### src/rtl/apb_pkg.sv
// Shared APB definitions for the master bridge and its neighbouring slave.
//   - apb_state_e : transfer phase encoding (IDLE=00, SETUP=01, ACCESS=10),
//                   identical to the slave so traces line up.
//   - APB_ADDR_W / APB_DATA_W : default bus widths.
//   - apb_rsp_t   : one completed-transfer response {rdata, err, timeout}.
package apb_pkg;

  localparam int APB_ADDR_W = 32;
  localparam int APB_DATA_W = 32;

  typedef enum logic [1:0] {
    IDLE   = 2'b00,
    SETUP  = 2'b01,
    ACCESS = 2'b10
  } apb_state_e;

  typedef struct packed {
    logic [APB_DATA_W-1:0] rdata;
    logic                  err;
    logic                  timeout;
  } apb_rsp_t;

endpackage

### src/rtl/apb_master_bridge.sv
// APB master bridge: converts a valid/ready request stream into APB
// SETUP->ACCESS transfers and returns exactly one response per request.
// Only one transfer is ever in flight.
//
// Ports
//   PCLK, PRESETn                 clock, asynchronous active-low reset
//   req_valid/req_ready           request handshake
//   req_addr/req_write/req_wdata  request payload
//   rsp_valid/rsp_ready           response handshake
//   rsp_rdata/rsp_err/rsp_timeout response payload (rdata is 0 for writes)
//   PSEL/PENABLE/PADDR/PWRITE/PWDATA  APB requester outputs (all registered)
//   PRDATA/PREADY/PSLVERR         APB completer inputs
//
// Build option
//   APB_MASTER_TIMEOUT_EN : abort an ACCESS phase that sees no PREADY for
//   TIMEOUT_CYCLES cycles. Without it the bridge waits indefinitely and
//   rsp_timeout is tied low.
module apb_master_bridge
  import apb_pkg::*;
#(
  parameter int ADDR_W         = APB_ADDR_W,
  parameter int DATA_W         = APB_DATA_W,
  parameter int TIMEOUT_CYCLES = 16
) (
  input  logic              PCLK,
  input  logic              PRESETn,
  input  logic              req_valid,
  output logic              req_ready,
  input  logic [ADDR_W-1:0] req_addr,
  input  logic              req_write,
  input  logic [DATA_W-1:0] req_wdata,
  output logic              rsp_valid,
  input  logic              rsp_ready,
  output logic [DATA_W-1:0] rsp_rdata,
  output logic              rsp_err,
  output logic              rsp_timeout,
  output logic              PSEL,
  output logic              PENABLE,
  output logic [ADDR_W-1:0] PADDR,
  output logic              PWRITE,
  output logic [DATA_W-1:0] PWDATA,
  input  logic [DATA_W-1:0] PRDATA,
  input  logic              PREADY,
  input  logic              PSLVERR
);

  apb_state_e        state_q, state_d;
  logic              psel_q, psel_d;
  logic              penable_q, penable_d;
  logic              pwrite_q, pwrite_d;
  logic [ADDR_W-1:0] paddr_q, paddr_d;
  logic [DATA_W-1:0] pwdata_q, pwdata_d;
  logic              rsp_valid_q, rsp_valid_d;
  logic [DATA_W-1:0] rsp_rdata_q, rsp_rdata_d;
  logic              rsp_err_q, rsp_err_d;
  logic              accept;
  logic              timeout_hit;

  // Accept only when idle and the previous response has drained; this also
  // guarantees PSEL spends at least one cycle low between transfers.
  assign req_ready = (state_q == IDLE) && !rsp_valid_q;
  assign accept    = req_valid && req_ready;

`ifdef APB_MASTER_TIMEOUT_EN
  logic [7:0] tcnt_q, tcnt_d;
  logic       rsp_timeout_q, rsp_timeout_d;

  // tcnt_q holds the number of stalled ACCESS cycles already elapsed, so the
  // abort fires at the end of the TIMEOUT_CYCLES-th stalled cycle.
  assign timeout_hit = (state_q == ACCESS) && !PREADY &&
                       (tcnt_q >= 8'(TIMEOUT_CYCLES - 1));
  assign rsp_timeout = rsp_timeout_q;

  always_comb begin
    tcnt_d        = tcnt_q;
    rsp_timeout_d = rsp_timeout_q;
    if (state_q == SETUP) begin
      tcnt_d = '0;
    end else if ((state_q == ACCESS) && !PREADY && !timeout_hit) begin
      tcnt_d = tcnt_q + 8'd1;
    end
    // PREADY in the abort cycle means a normal completion.
    if ((state_q == ACCESS) && (PREADY || timeout_hit)) begin
      rsp_timeout_d = !PREADY;
    end
  end

  always_ff @(posedge PCLK or negedge PRESETn) begin
    if (!PRESETn) begin
      tcnt_q        <= '0;
      rsp_timeout_q <= 1'b0;
    end else begin
      tcnt_q        <= tcnt_d;
      rsp_timeout_q <= rsp_timeout_d;
    end
  end
`else
  assign timeout_hit = 1'b0;
  assign rsp_timeout = 1'b0;
`endif

  // State register
  always_ff @(posedge PCLK or negedge PRESETn) begin
    if (!PRESETn) begin
      state_q <= IDLE;
    end else begin
      state_q <= state_d;
    end
  end

  // Next-state logic; PREADY is looked at only in ACCESS
  always_comb begin
    state_d = state_q;
    unique case (state_q)
      IDLE:    if (accept) state_d = SETUP;
      SETUP:   state_d = ACCESS;
      ACCESS:  if (PREADY || timeout_hit) state_d = IDLE;
      default: state_d = IDLE;
    endcase
  end

  // Output / datapath next values
  always_comb begin
    psel_d      = psel_q;
    penable_d   = penable_q;
    pwrite_d    = pwrite_q;
    paddr_d     = paddr_q;
    pwdata_d    = pwdata_q;
    rsp_valid_d = rsp_valid_q;
    rsp_rdata_d = rsp_rdata_q;
    rsp_err_d   = rsp_err_q;

    if (rsp_valid_q && rsp_ready) begin
      rsp_valid_d = 1'b0;
    end

    unique case (state_q)
      IDLE: begin
        if (accept) begin
          paddr_d   = req_addr;
          pwrite_d  = req_write;
          pwdata_d  = req_wdata;
          psel_d    = 1'b1;
          penable_d = 1'b0;
        end
      end
      SETUP: begin
        penable_d = 1'b1;
      end
      ACCESS: begin
        if (PREADY || timeout_hit) begin
          psel_d      = 1'b0;
          penable_d   = 1'b0;
          rsp_valid_d = 1'b1;
          // A timeout reports an error with zero data.
          rsp_err_d   = PREADY ? PSLVERR : 1'b1;
          rsp_rdata_d = (PREADY && !pwrite_q) ? PRDATA : '0;
        end
      end
      default: ;
    endcase
  end

  // Registered outputs
  always_ff @(posedge PCLK or negedge PRESETn) begin
    if (!PRESETn) begin
      psel_q      <= 1'b0;
      penable_q   <= 1'b0;
      pwrite_q    <= 1'b0;
      paddr_q     <= '0;
      pwdata_q    <= '0;
      rsp_valid_q <= 1'b0;
      rsp_rdata_q <= '0;
      rsp_err_q   <= 1'b0;
    end else begin
      psel_q      <= psel_d;
      penable_q   <= penable_d;
      pwrite_q    <= pwrite_d;
      paddr_q     <= paddr_d;
      pwdata_q    <= pwdata_d;
      rsp_valid_q <= rsp_valid_d;
      rsp_rdata_q <= rsp_rdata_d;
      rsp_err_q   <= rsp_err_d;
    end
  end

  assign PSEL      = psel_q;
  assign PENABLE   = penable_q;
  assign PWRITE    = pwrite_q;
  assign PADDR     = paddr_q;
  assign PWDATA    = pwdata_q;
  assign rsp_valid = rsp_valid_q;
  assign rsp_rdata = rsp_rdata_q;
  assign rsp_err   = rsp_err_q;

endmodule

### config.mk
export PLATFORM = sky130hd
export DESIGN_NAME = apb_master_bridge
export DESIGN_NICKNAME = d
export VERILOG_FILES = /design/src/rtl/apb_pkg.sv /design/src/rtl/apb_master_bridge.sv
export SDC_FILE = /design/constraint.sdc
export NUM_CORES = 1
export LEC_CHECK = 0
export ABC_AREA = 0
export CAP_MARGIN = 20
export CORE_ASPECT_RATIO = 1.2
export CORE_UTILIZATION = 35
export CTS_BUF_LIST = sky130_fd_sc_hd__clkbuf_8
export DETAILED_ROUTE_END_ITERATION = 10
export GPL_TIMING_DRIVEN = 1
export PLACE_DENSITY = 0.83
export SLEW_MARGIN = 30
export SYNTH_ARGS = -nofsm -noshare
export SYNTH_HDL_FRONTEND = slang
export SYNTH_SLANG_ARGS = --single-unit
### constraint.sdc
create_clock -name PCLK -period 4.2 [get_ports PCLK]
set_clock_uncertainty 0.2 [all_clocks]
set_input_delay 1.26 -clock PCLK [delete_from_list [all_inputs] [get_ports PCLK]]
set_output_delay 1.26 -clock PCLK [all_outputs]
set_load 0.005 [all_outputs]
# Word level (Yosys, flattened, before mapping)
# Index checks and enable logic that the tools add are counted.
# Widths: inputs -> output; s select.
# classes
n_addsub,0
n_mul,0
div,0
n_lt_le_gt_ge,0
eq_ne,4
shift,0
muxes,12
bitwise_logic,0
n_reduce_logical,14
# op_table
op,n
$mux 32,1
$mux 1,6
$pmux 2 s3,1
$reduce_and 2->1,3
$reduce_and 3->1,2
$logic_and 1x1->1,4
$mux 2,2
$ne 2x2->1 const B,2
$pmux 1 s3,1
$reduce_bool 3->1,1
$eq 2x1->1 const B,1
$eq 2x2->1 const B,1
$logic_not 1->1,2
$logic_not 2->1,1
$pmux 1 s2,1
$reduce_bool 2->1,1
# totals
reg_bits,103
latchBits,0
ram_bits,0
romBits,0
input_bits,103
output_inout_bits,103
word_cells,39
mem_count,0

# Depth between registers and ports, before layout
# logic_depth
word_depth,5
mapped_depth,5
depth_no_buf,3

# Least setup slack after synthesis
# OpenSTA, ideal clock, no wires.
# synth_path
kind,input-to-reg
start,input req_valid
end,"register pwdata_q[10], in the netlist PWDATA[10]"
setup_ns,0.127
t_arrival_ns,2.140
required_time_ns,3.873
setup_slack_ns,1.733
cell_stages,4
path_buffers,2
cell_sequence,nor4b_4 > buf_4 > buf_6 > mux2_1
# synth_between
elab_chain_cells,2
# synth_lines
item,line_no,text
start: declaration,apb_master_bridge.sv:27,"input logic req_valid,"
$logic_and 1x1->1,apb_master_bridge.sv:62,assign accept = req_valid && req_ready;
$reduce_and 2->1 (no line),n/a,
end signal: assignment,apb_master_bridge.sv:180,pwdata_q <= pwdata_d;
end: declaration,apb_master_bridge.sv:52,"logic [DATA_W-1:0] pwdata_q, pwdata_d;"
# No other way between the ends.
# A chain may end at the register's enable or synchronous reset.

# Worst setup path in the final report
# layout_path
start,"register pwrite_q, in the netlist PWRITE"
end,output PWRITE
# layout_rtl
item,line_no,text
start: declaration,apb_master_bridge.sv:50,"logic pwrite_q, pwrite_d;"
start signal: assignment,apb_master_bridge.sv:178,pwrite_q <= pwrite_d;
end: declaration,apb_master_bridge.sv:40,"output logic PWRITE,"
# No word-level cell between the ends.

==> metrics.cfg <==
[worst_setup_path]
path_cells = clkdlybuf4s50_1
r2r_setup_slack_ns = 2.04
cp_max_fo = 34
cp.depth = 1
worstSetupEndpoint = PWRITE
cp-start-kind = register
crit_slowest_cell = dfrtp_1
ff2ff_path_depth = 3
worstPathRequired_ns = 2.74
criticalPathCategory = reg -> out
r2r_end = PADDR[11]
crit_start = PWRITE
crit_buf_inv = 1
cpPeakStageDelay_ns = 0.88
crit_arrival_ns = 1.89
timing.rr.start = state_q[1]
crit_path_end_kind = output port
critical-path-top-delay-family = flip-flops

[synthesis]
synth_xor_area_frac = 0
synthSimpleGateAreaFrac = 0.0935
ys_ff_latch = 103
muxShareOfSynthArea = 0.188
synthCells = 298
yosysWarnings = 0
yosysSeqAreaShare = 0.642
yosysUniqueCellTypes = 20
ys_top_cells_by_area = dfrtp_1 64%, mux2_2 10%, mux2_1 8.4%, nand2b_1 5.5%, o21ai_0 4.2%
synth_top_area_cell = dfrtp_1
syn_avg_cell_area_sq_um = 13.5
synth_compound_gate_area_share = 0.0480
synth.top_cell.area_share = 0.642
synth_top_family_by_area = multiplexers
netlist_area_sq_um = 4020
syn_nets = 401
synthAdderAreaFrac = 0

[route]
first_pass_iters = 4
detail_route.wirelength_microns = 9820
drc = 0
routedWlPerCell_microns = 14.9
ant_nets = 0
m1WireLength_microns = 3720
top_layer_used = met4
via_per_inst = 4.56
wl_met2_microns = 5160
num_vias = 3004
drt-initial-drc-count = 66
wl_met3_microns = 658

[sta]
finalCriticalPeriod_ns = 3.35
timing.setup.tns_ns = 0
hold_viol_final = 0
drv_slew = 0
relSlewSlack = 0.460
fmax_mhz = 299
tightest_slew_ns = 0.810
setup_viol = 0
rsz0062_at_grt = no
post-route-period-util = 0.797

[global_routing]
antenna_found_initial = 0
grtUsageTotal = 0.164
overflow = 0
grt_pass1_vias = 3138
grt_pass1_wl_microns = 15000
grt_max_degree = 68

[clocking]
path_clk_slew_ns = 0.10
clockBufferDepth = 2
postCtsResizedCells = 0
cts_tree = built
cts_setup_buffers = 0
cts_sinks = 103
numCtsBuffers = 9
worstSkewPairLatency_ns = 0.36
cts.root.buffer_cell = clkbuf_8
cts.htree.levels = 3
cts_hold_buf = 0

[floorplan]
die_w_microns = 99.8
row_count = 42
die_h_microns = 119
start_util = 0.362
fp.dieArea_sq_um = 11900
fp.coreArea_sq_um = 11100
io_pins = 206

[finish]
fin_nets = 603
antenna_cells = 0
drive_gt1_frac = 0.113
area_growth_syn_to_layout_pct = 59.4
final_common_cell = clkdlybuf4s50_1
final_cell_mix = 203 x clkdlybuf4s50_1, 103 x dfrtp_1, 36 x mux2_2, 35 x nand2b_1, 34 x o21ai_0

[outcome]
status = finished, final reports clean

[power_and_ir_drop]
ir_drop_mv = 0.341
powerDensity_nw_per_um2 = 683
p_leak_nw = 2.67
power_mw = 4.38

[placement]
hpwl_microns = 7340
portBuffers = 204
gp_congestion = 0.720

[run]
cap_violations = 0

[min_path]
hp-start = rsp_rdata[8]
min_path_type = reg -> reg

logic make-up (layout without fill, tap and decap cells):
kind of cell / Yosys count / in the layout
flops: 103 / 103
simple gates: 70 / 70
other cells: 1 / 1
compound gates: 37 / 37
buf+inv: 20 / 227
mux: 67 / 67
layer usage:
layer / vias to the layer above / global-route usage
met5: - / 0
met2: 117 / 0.294
met3: 21 / 0.0417
li1: 1398 / -
met4: 0 / 0.0855
met1: 1468 / 0.174
synth_stat cells:
cell type	count
buf_6	3
clkbuf_1	5
buf_1	1
nand3b_1	1
buf_2	7
nand2b_1	35
nand2_1	32
a21boi_0	1
o311a_1	1
dfrtp_1	103
mux2_1	30
a21oi_1	1
inv_1	2
mux2i_1	1
conb_1	1
mux2_2	36
nor4b_4	1
o21ai_0	34
buf_4	2
nor3_1	1
worst min-delay path by stage:
stage               endpoint  slack, ns  cells past startpoint
6_report        rsp_rdata[8]       0.29                      2
5_1_grt           PWDATA[26]       0.30                      1
4_1_cts        rsp_rdata[31]       0.29                      2
3_5_place_dp   rsp_rdata[31]       0.27                      2
3_3_place_gp    rsp_rdata[7]       0.26                      2
2_1_floorplan   rsp_rdata[0]       0.27                      2
flip-flops by register name, indices dropped and copies added (netlist names):
signal     count
PADDR         32
PWDATA        32
rsp_rdata     32
state_q        2
PENABLE        1
PSEL           1
PWRITE         1
rsp_err        1
rsp_valid      1
area by class of cell:
class	instances	area (sq um)
fill	937	4680
tap	154	193
sequential	103	2580
clock buffer	11	151
timing repair buffer	209	2080
clock inverter	5	72.6
inverter	2	7.51
multi-input combinational	175	1330
metrics by stage:
stage | worst slack [ns] | cell area, sq um | hold slack (ns) | cells | util
after CTS | 0.799 | 6400 | 0.291 | 659 | 0.578
after floorplan | 1.73 | 4020 | 0.273 | 298 | -
after global routing | 0.707 | 6400 | 0.300 | 659 | 0.578
final | 0.855 | 6400 | 0.287 | 659 | 0.578
after detailed placement | 0.841 | 6180 | 0.269 | 643 | 0.557
after global placement | 0.917 | 6180 | 0.263 | 643 | 0.557
where the power goes:
| group | leakage [nW] | internal [mW] | switching, mW |
|---|---|---|---|
| sequential | 1.25 | 1.47 | 0.298 |
| combinational | 1.29 | 1.30 | 0.619 |
| clock | 0.122 | 0.364 | 0.323 |
Note: power is estimated with default switching activity, not from simulation.
